--- config.mk ---
export PLATFORM = sky130hd
export DESIGN_NAME = uma_and_seq_flat
export DESIGN_NICKNAME = d
export VERILOG_FILES = /design/src/rtl/uma_and_seq_if.sv /design/src/rtl/uma_and_seq.sv /design/src/flat_wrapper.sv
export SDC_FILE = /design/constraint.sdc
export NUM_CORES = 1
export LEC_CHECK = 0
export ABC_AREA = 1
export CAP_MARGIN = 10
export CORE_UTILIZATION = 48
export CTS_CLUSTER_DIAMETER = 150
export DETAILED_ROUTE_END_ITERATION = 6
export MAX_ROUTING_LAYER = met4
export PLACE_DENSITY = 0.77
export SLEW_MARGIN = 20
export SYNTH_ARGS = -nofsm -noshare
export SYNTH_HDL_FRONTEND = slang
export SYNTH_SLANG_ARGS = --single-unit
--- constraint.sdc ---
create_clock -name clk -period 1.7 [get_ports clk]
set_input_delay 0.34 -clock clk [delete_from_list [all_inputs] [get_ports clk]]
set_output_delay 0.34 -clock clk [all_outputs]
set_load 0.01 [all_outputs]
--- src/rtl/uma_and_seq_if.sv ---
// uma_and_seq_if: operand/randomness/result handshake bundle for the masked AND gadget
interface uma_and_seq_if #(parameter int SHARES = 3);
  logic              in_valid, in_ready, rand_valid, rand_ack, out_valid, out_ready;
  logic [SHARES-1:0] a_shares, b_shares, out_shares;
  logic [SHARES-2:0] rand_bits;
  modport master (
    output in_valid, a_shares, b_shares, rand_bits, rand_valid, out_ready,
    input  in_ready, rand_ack, out_valid, out_shares
  );
  modport slave (
    input  in_valid, a_shares, b_shares, rand_bits, rand_valid, out_ready,
    output in_ready, rand_ack, out_valid, out_shares
  );
endinterface

--- src/rtl/uma_and_seq.sv ---
// uma_and_seq: handshaked SHARES-share masked AND, one cross-product rotation accumulated per cycle
module uma_and_seq #(
  parameter int SHARES = 3
) (
  input logic          clk,
  input logic          rst_n,
  uma_and_seq_if.slave bus
);
  localparam int KW = $clog2(SHARES + 1);
  typedef enum logic [1:0] {IDLE, ACCUM, DONE} state_t;
  state_t                        r_state, w_next;
  logic [KW-1:0]                 r_k;
  logic [SHARES-1:0]             r_a, r_b, r_acc, w_term;
  logic [SHARES-1:0][SHARES-1:0] w_rot;
  logic                          w_in_ready, w_accept;
  // w_rot[d][i] = a_i & b_{(i+d) mod SHARES}; indices fold at elaboration
  for (genvar d = 0; d < SHARES; d++) begin : g_rot
    for (genvar i = 0; i < SHARES; i++) begin : g_bit
      assign w_rot[d][i] = r_a[i] & r_b[(i + d) % SHARES];
    end
  end
  always_comb begin
    w_term = '0;
    for (int d = 0; d < SHARES; d++)
      if (r_k == KW'(SHARES - d)) w_term = w_rot[d];
  end
  assign w_in_ready = (r_state == IDLE) | ((r_state == DONE) & bus.out_ready);
  // rst_n gating keeps rand_ack low while reset is held
  assign w_accept       = bus.in_valid & bus.rand_valid & w_in_ready & rst_n;
  assign bus.in_ready   = w_in_ready;
  assign bus.rand_ack   = w_accept;
  assign bus.out_valid  = (r_state == DONE);
  assign bus.out_shares = r_acc;
  always_comb begin
    w_next = r_state;
    if (w_accept) w_next = ACCUM;
    else if (r_state == ACCUM && r_k == KW'(SHARES)) w_next = DONE;
    else if (r_state == DONE && bus.out_ready) w_next = IDLE;
  end
  always_ff @(posedge clk or negedge rst_n) begin
    if (!rst_n) begin
      r_state <= IDLE;
      r_k     <= '0;
      r_a     <= '0;
      r_b     <= '0;
      r_acc   <= '0;
    end else begin
      r_state <= w_next;
      if (w_accept) begin
        r_a   <= bus.a_shares;
        r_b   <= bus.b_shares;
        r_acc <= {^bus.rand_bits, bus.rand_bits};
        r_k   <= KW'(1);
      end else if (r_state == ACCUM) begin
        r_acc <= r_acc ^ w_term;
        if (r_k != KW'(SHARES)) r_k <= r_k + KW'(1);
      end
    end
  end
endmodule

--- src/flat_wrapper.sv ---
// flat-port wrapper written by rule: the top's interface ports become plain ports
module uma_and_seq_flat 
#(
  parameter int SHARES = 3
)
  (clk, rst_n, bus_in_valid, bus_a_shares, bus_b_shares, bus_rand_bits, bus_rand_valid, bus_out_ready, bus_in_ready, bus_rand_ack, bus_out_valid, bus_out_shares);
  uma_and_seq_if #(.SHARES(SHARES)) bus_i ();
  input logic clk;
  input logic rst_n;
  input wire logic [$bits(bus_i.in_valid)-1:0] bus_in_valid;
  input wire logic [$bits(bus_i.a_shares)-1:0] bus_a_shares;
  input wire logic [$bits(bus_i.b_shares)-1:0] bus_b_shares;
  input wire logic [$bits(bus_i.rand_bits)-1:0] bus_rand_bits;
  input wire logic [$bits(bus_i.rand_valid)-1:0] bus_rand_valid;
  input wire logic [$bits(bus_i.out_ready)-1:0] bus_out_ready;
  output wire logic [$bits(bus_i.in_ready)-1:0] bus_in_ready;
  output wire logic [$bits(bus_i.rand_ack)-1:0] bus_rand_ack;
  output wire logic [$bits(bus_i.out_valid)-1:0] bus_out_valid;
  output wire logic [$bits(bus_i.out_shares)-1:0] bus_out_shares;
  assign bus_i.in_valid = bus_in_valid;
  assign bus_i.a_shares = bus_a_shares;
  assign bus_i.b_shares = bus_b_shares;
  assign bus_i.rand_bits = bus_rand_bits;
  assign bus_i.rand_valid = bus_rand_valid;
  assign bus_i.out_ready = bus_out_ready;
  assign bus_in_ready = bus_i.in_ready;
  assign bus_rand_ack = bus_i.rand_ack;
  assign bus_out_valid = bus_i.out_valid;
  assign bus_out_shares = bus_i.out_shares;
  uma_and_seq #(.SHARES(SHARES)) u_core (.clk(clk), .rst_n(rst_n), .bus(bus_i));
endmodule
==> impl_metrics.json, run 1 <==
{
  "synthDistinctLibCells": 20,
  "critPathLaunchType": "register",
  "path_class": "register to primary output",
  "cp_cell_sequence": "clkdlybuf4s50_1",
  "cts_tree": "yes",
  "synth-seq-cells": 13,
  "numCtsBuffers": 3,
  "rr_endpoint": "u_core.bus.out_shares[1]",
  "critPathLaunch": "u_core.bus.out_shares[2]",
  "grt_overflow": 0,
  "cts_buffer_depth": 2,
  "r2r_cells": 8,
  "num_vias": 708,
  "period_share": 0.924,
  "start_util": 0.520,
  "critPathCaptureType": "primary output",
  "synth_edf_count": 0,
  "slew_violations": 0,
  "max_freq_mhz": 637,
  "dieArea_mm2": 0.00184,
  "crit_family": "buffers and inverters",
  "yosys.area.top_type_share": 0.406,
  "yosysMostFrequentCell": "nand2_1",
  "fp.coreArea_mm2": 0.00154,
  "power_density_mw_per_mm2": 1630,
  "post-dp-hpwl_um": 1210,
  "ys.flop_type": "dfrtp_1",
  "num_rows": 14,
  "path_depth": 1,
  "syn_to_final_growth_pct": 32.9,
  "async_flop_share": 1.00,
  "critPathCapture": "bus_out_shares[2]",
  "status": "completed",
  "clk-insertion-delay-late_ns": 0.28,
  "rsz0062_at_grt": "false",
  "synth.yosys.seq_area_share": 0.406,
  "drt_iter0_drc": 8,
  "ant_nets": 0,
  "first_pass_iters": 4,
  "r2r_slack_ns": 0.29,
  "syn_nets": 116,
  "drc_errors": 0,
  "critPathBufInv": 1,
  "yosysWarningCount": 0,
  "die_h_um": 42.9,
  "critPathArrivalTime_ns": 1.23,
  "gp_congestion": 0.833,
  "r2r_start": "u_core.r_k[0]",
  "diodes": 0,
  "die_width_um": 42.9,
  "leakage_nw": 0.536,
  "cts_root_buffer": "clkbuf_4",
  "track_usage": 0.193,
  "synth.area.top_cells": "dfrtp_1 (41%), nand2_1 (13%), inv_1 (7.0%), nand3_1 (5.6%), ha_1 (4.7%)",
  "portBuffers": 18,
  "finalCriticalPeriod_ns": 1.57,
  "fillers": 134,
  "min_path_type": "input port to async pin",
  "routed_wl_um": 1520,
  "worst_slew_pin_slew_ns": 0.240,
  "finClkSkew_ns": 0.000781,
  "clk_pin_slew_ns": 0.08,
  "maxCapViolations": 0,
  "grt_pass1_vias": 621,
  "syn_avg_cell_area_um2": 8.02,
  "peakVddDrop_uv": 972,
  "setup-violations-final": 0,
  "cts-htree-levels": 1,
  "critical_path.max_stage_delay_ns": 0.55,
  "antenna_found_initial": 0,
  "synth_top_area_cell": "dfrtp_1",
  "grt_pass1_wl_um": 2540,
  "nets": 145,
  "detail_route.wl_per_cell_um": 10.5,
  "drive_gt1_frac": 0.195,
  "regArea_um2": 325,
  "vias_per_cell": 4.92,
  "cp_slowest_cell": "clkdlybuf4s50_1",
  "worst_slack_ns": 0.129,
  "required_ns": 1.36,
  "final_util": 0.692,
  "worstPathMaxFanout": 4,
  "cts_sinks": 13,
  "whs_ns": 0.412,
  "synth_area_um2": 802,
  "io_pins": 19,
  "syn_inst": 100,
  "synthTopCellsByCount": "nand2_1 (28), inv_1 (15), dfrtp_1 (13), nand3_1 (9), a21oi_1 (5)",
  "multi_input_comb_area_um2": 410,
  "grt_max_degree": 15,
  "max-slew-margin-rel": 0.839,
  "pre_cts_slack_ns": -0.308,
  "hold_viol_final": 0
}
## worst register-to-register path, delay by kind of cell (launching register included)
family	cells	cell delay, ns
flops	1	0.38
simple gates	4	0.31
fa+ha+maj	1	0.24
compound gates	1	0.20
buf+inv	2	0.17
## repair_timing
action | CTS | global route
cloned | 0 | 0
endpoints found under the hold margin | 0 | 0
hold buffers | 0 | 0
setup endpoints to repair | 3 | 1
buffers inserted | 2 | 0
resized for setup | 6 | 1
## how the worst min path moves through the flow
stage / from / end / slack [ns]
2_1_floorplan: rst_n / u_core.bus.out_shares[0] / 0.04
3_3_place_gp: u_core.r_a[2] / u_core.r_a[2] / 0.46
3_5_place_dp: u_core.r_a[0] / u_core.r_a[0] / 0.47
4_1_cts: rst_n / u_core.bus.out_shares[2] / 0.41
5_1_grt: rst_n / u_core.r_state[0] / 0.42
6_report: rst_n / u_core.bus.out_shares[2] / 0.41
## registers in the layout, summed over array words and instances (netlist names)
signal                 cells
u_core.bus.out_shares      3
u_core.r_a                 3
u_core.r_b                 3
u_core.r_k                 2
u_core.r_state             2
## routing by layer
metal	wire (um)	track usage
met5	0	-
met3	95	0.0383
met1	688	0.226
met4	29	0.0938
met2	704	0.315
## report_power, final
part	internal [W]	total [W]	switching [W]
Sequential	0.000463	0.000564	0.000102
Combinational	0.000456	0.000982	0.000526
Clock	0.0000911	0.000193	0.000102
Total	0.00101	0.00174	0.000729
## area by class of cell
cell class,count,share of cell area
clock buffer,4,0.0246
sequential,13,0.305
multi-input combinational,70,0.385
timing repair buffer,25,0.210
tap,16,0.0188
inverter,16,0.0563
## cell families (layout without fill, tap and decap cells)
group	count (synthesis)	count (layout)	share of synthesized area
AO/OA/AOI/OAI	19	19	0.164
flip-flops	13	13	0.406
AND/OR/NAND/NOR	47	47	0.284
XOR/XNOR	1	1	0.0109
adder cells (fa/ha/maj)	3	3	0.0468
buffers and inverters	17	45	0.0889
## through the flow
stage               std cells  TNS (ns)  total power [W]  instance area, um2
floorplan                 100         0          0.00123                 802
global placement          138    -0.501          0.00151                1030
detailed placement        138    -0.535          0.00154                1030
CTS                       144         0          0.00175                1070
global route              144         0          0.00190                1070
finish                    144         0          0.00174                1070
## cells in the final DEF, fill, tap and decap left out
| cell type | synthesis | layout |
|---|---|---|
| nand2_1 | 28 | 28 |
| inv_1 | 15 | 15 |
| clkdlybuf4s50_1 | 0 | 14 |
| dfrtp_1 | 13 | 13 |
| nand3_1 | 9 | 8 |
| buf_4 | 0 | 7 |
| a21oi_1 | 5 | 5 |
| o21ai_0 | 4 | 4 |
| nor2_4 | 3 | 3 |
| nand2_2 | 3 | 3 |
| o21ai_1 | 3 | 3 |
| a21boi_0 | 3 | 3 |
| ha_1 | 3 | 3 |
| clkbuf_4 | 0 | 3 |
| dlygate4sd2_1 | 0 | 3 |
| nor2_1 | 2 | 2 |
| o21ai_2 | 2 | 2 |
| inv_2 | 1 | 1 |
| nor2_2 | 1 | 1 |
| nand3_2 | 0 | 1 |
| o21bai_4 | 1 | 1 |
| nand2_4 | 1 | 1 |
| xnor2_1 | 1 | 1 |
| a211oi_2 | 1 | 1 |
| clkbuf_1 | 0 | 1 |
| clkbuf_2 | 0 | 1 |
Power figures use the tool's default switching activity.
==> run 2: changes to the inputs <==
--- a/config.mk
+++ b/config.mk
@@ -12,7 +12,6 @@
 export DETAILED_ROUTE_END_ITERATION = 6
 export MAX_ROUTING_LAYER = met4
 export PLACE_DENSITY = 0.77
-export SLEW_MARGIN = 20
 export SYNTH_ARGS = -nofsm -noshare
 export SYNTH_HDL_FRONTEND = slang
 export SYNTH_SLANG_ARGS = --single-unit
==> results of run 2 <==
No change in the layout: final DEF, timing and power equal those of run 1.
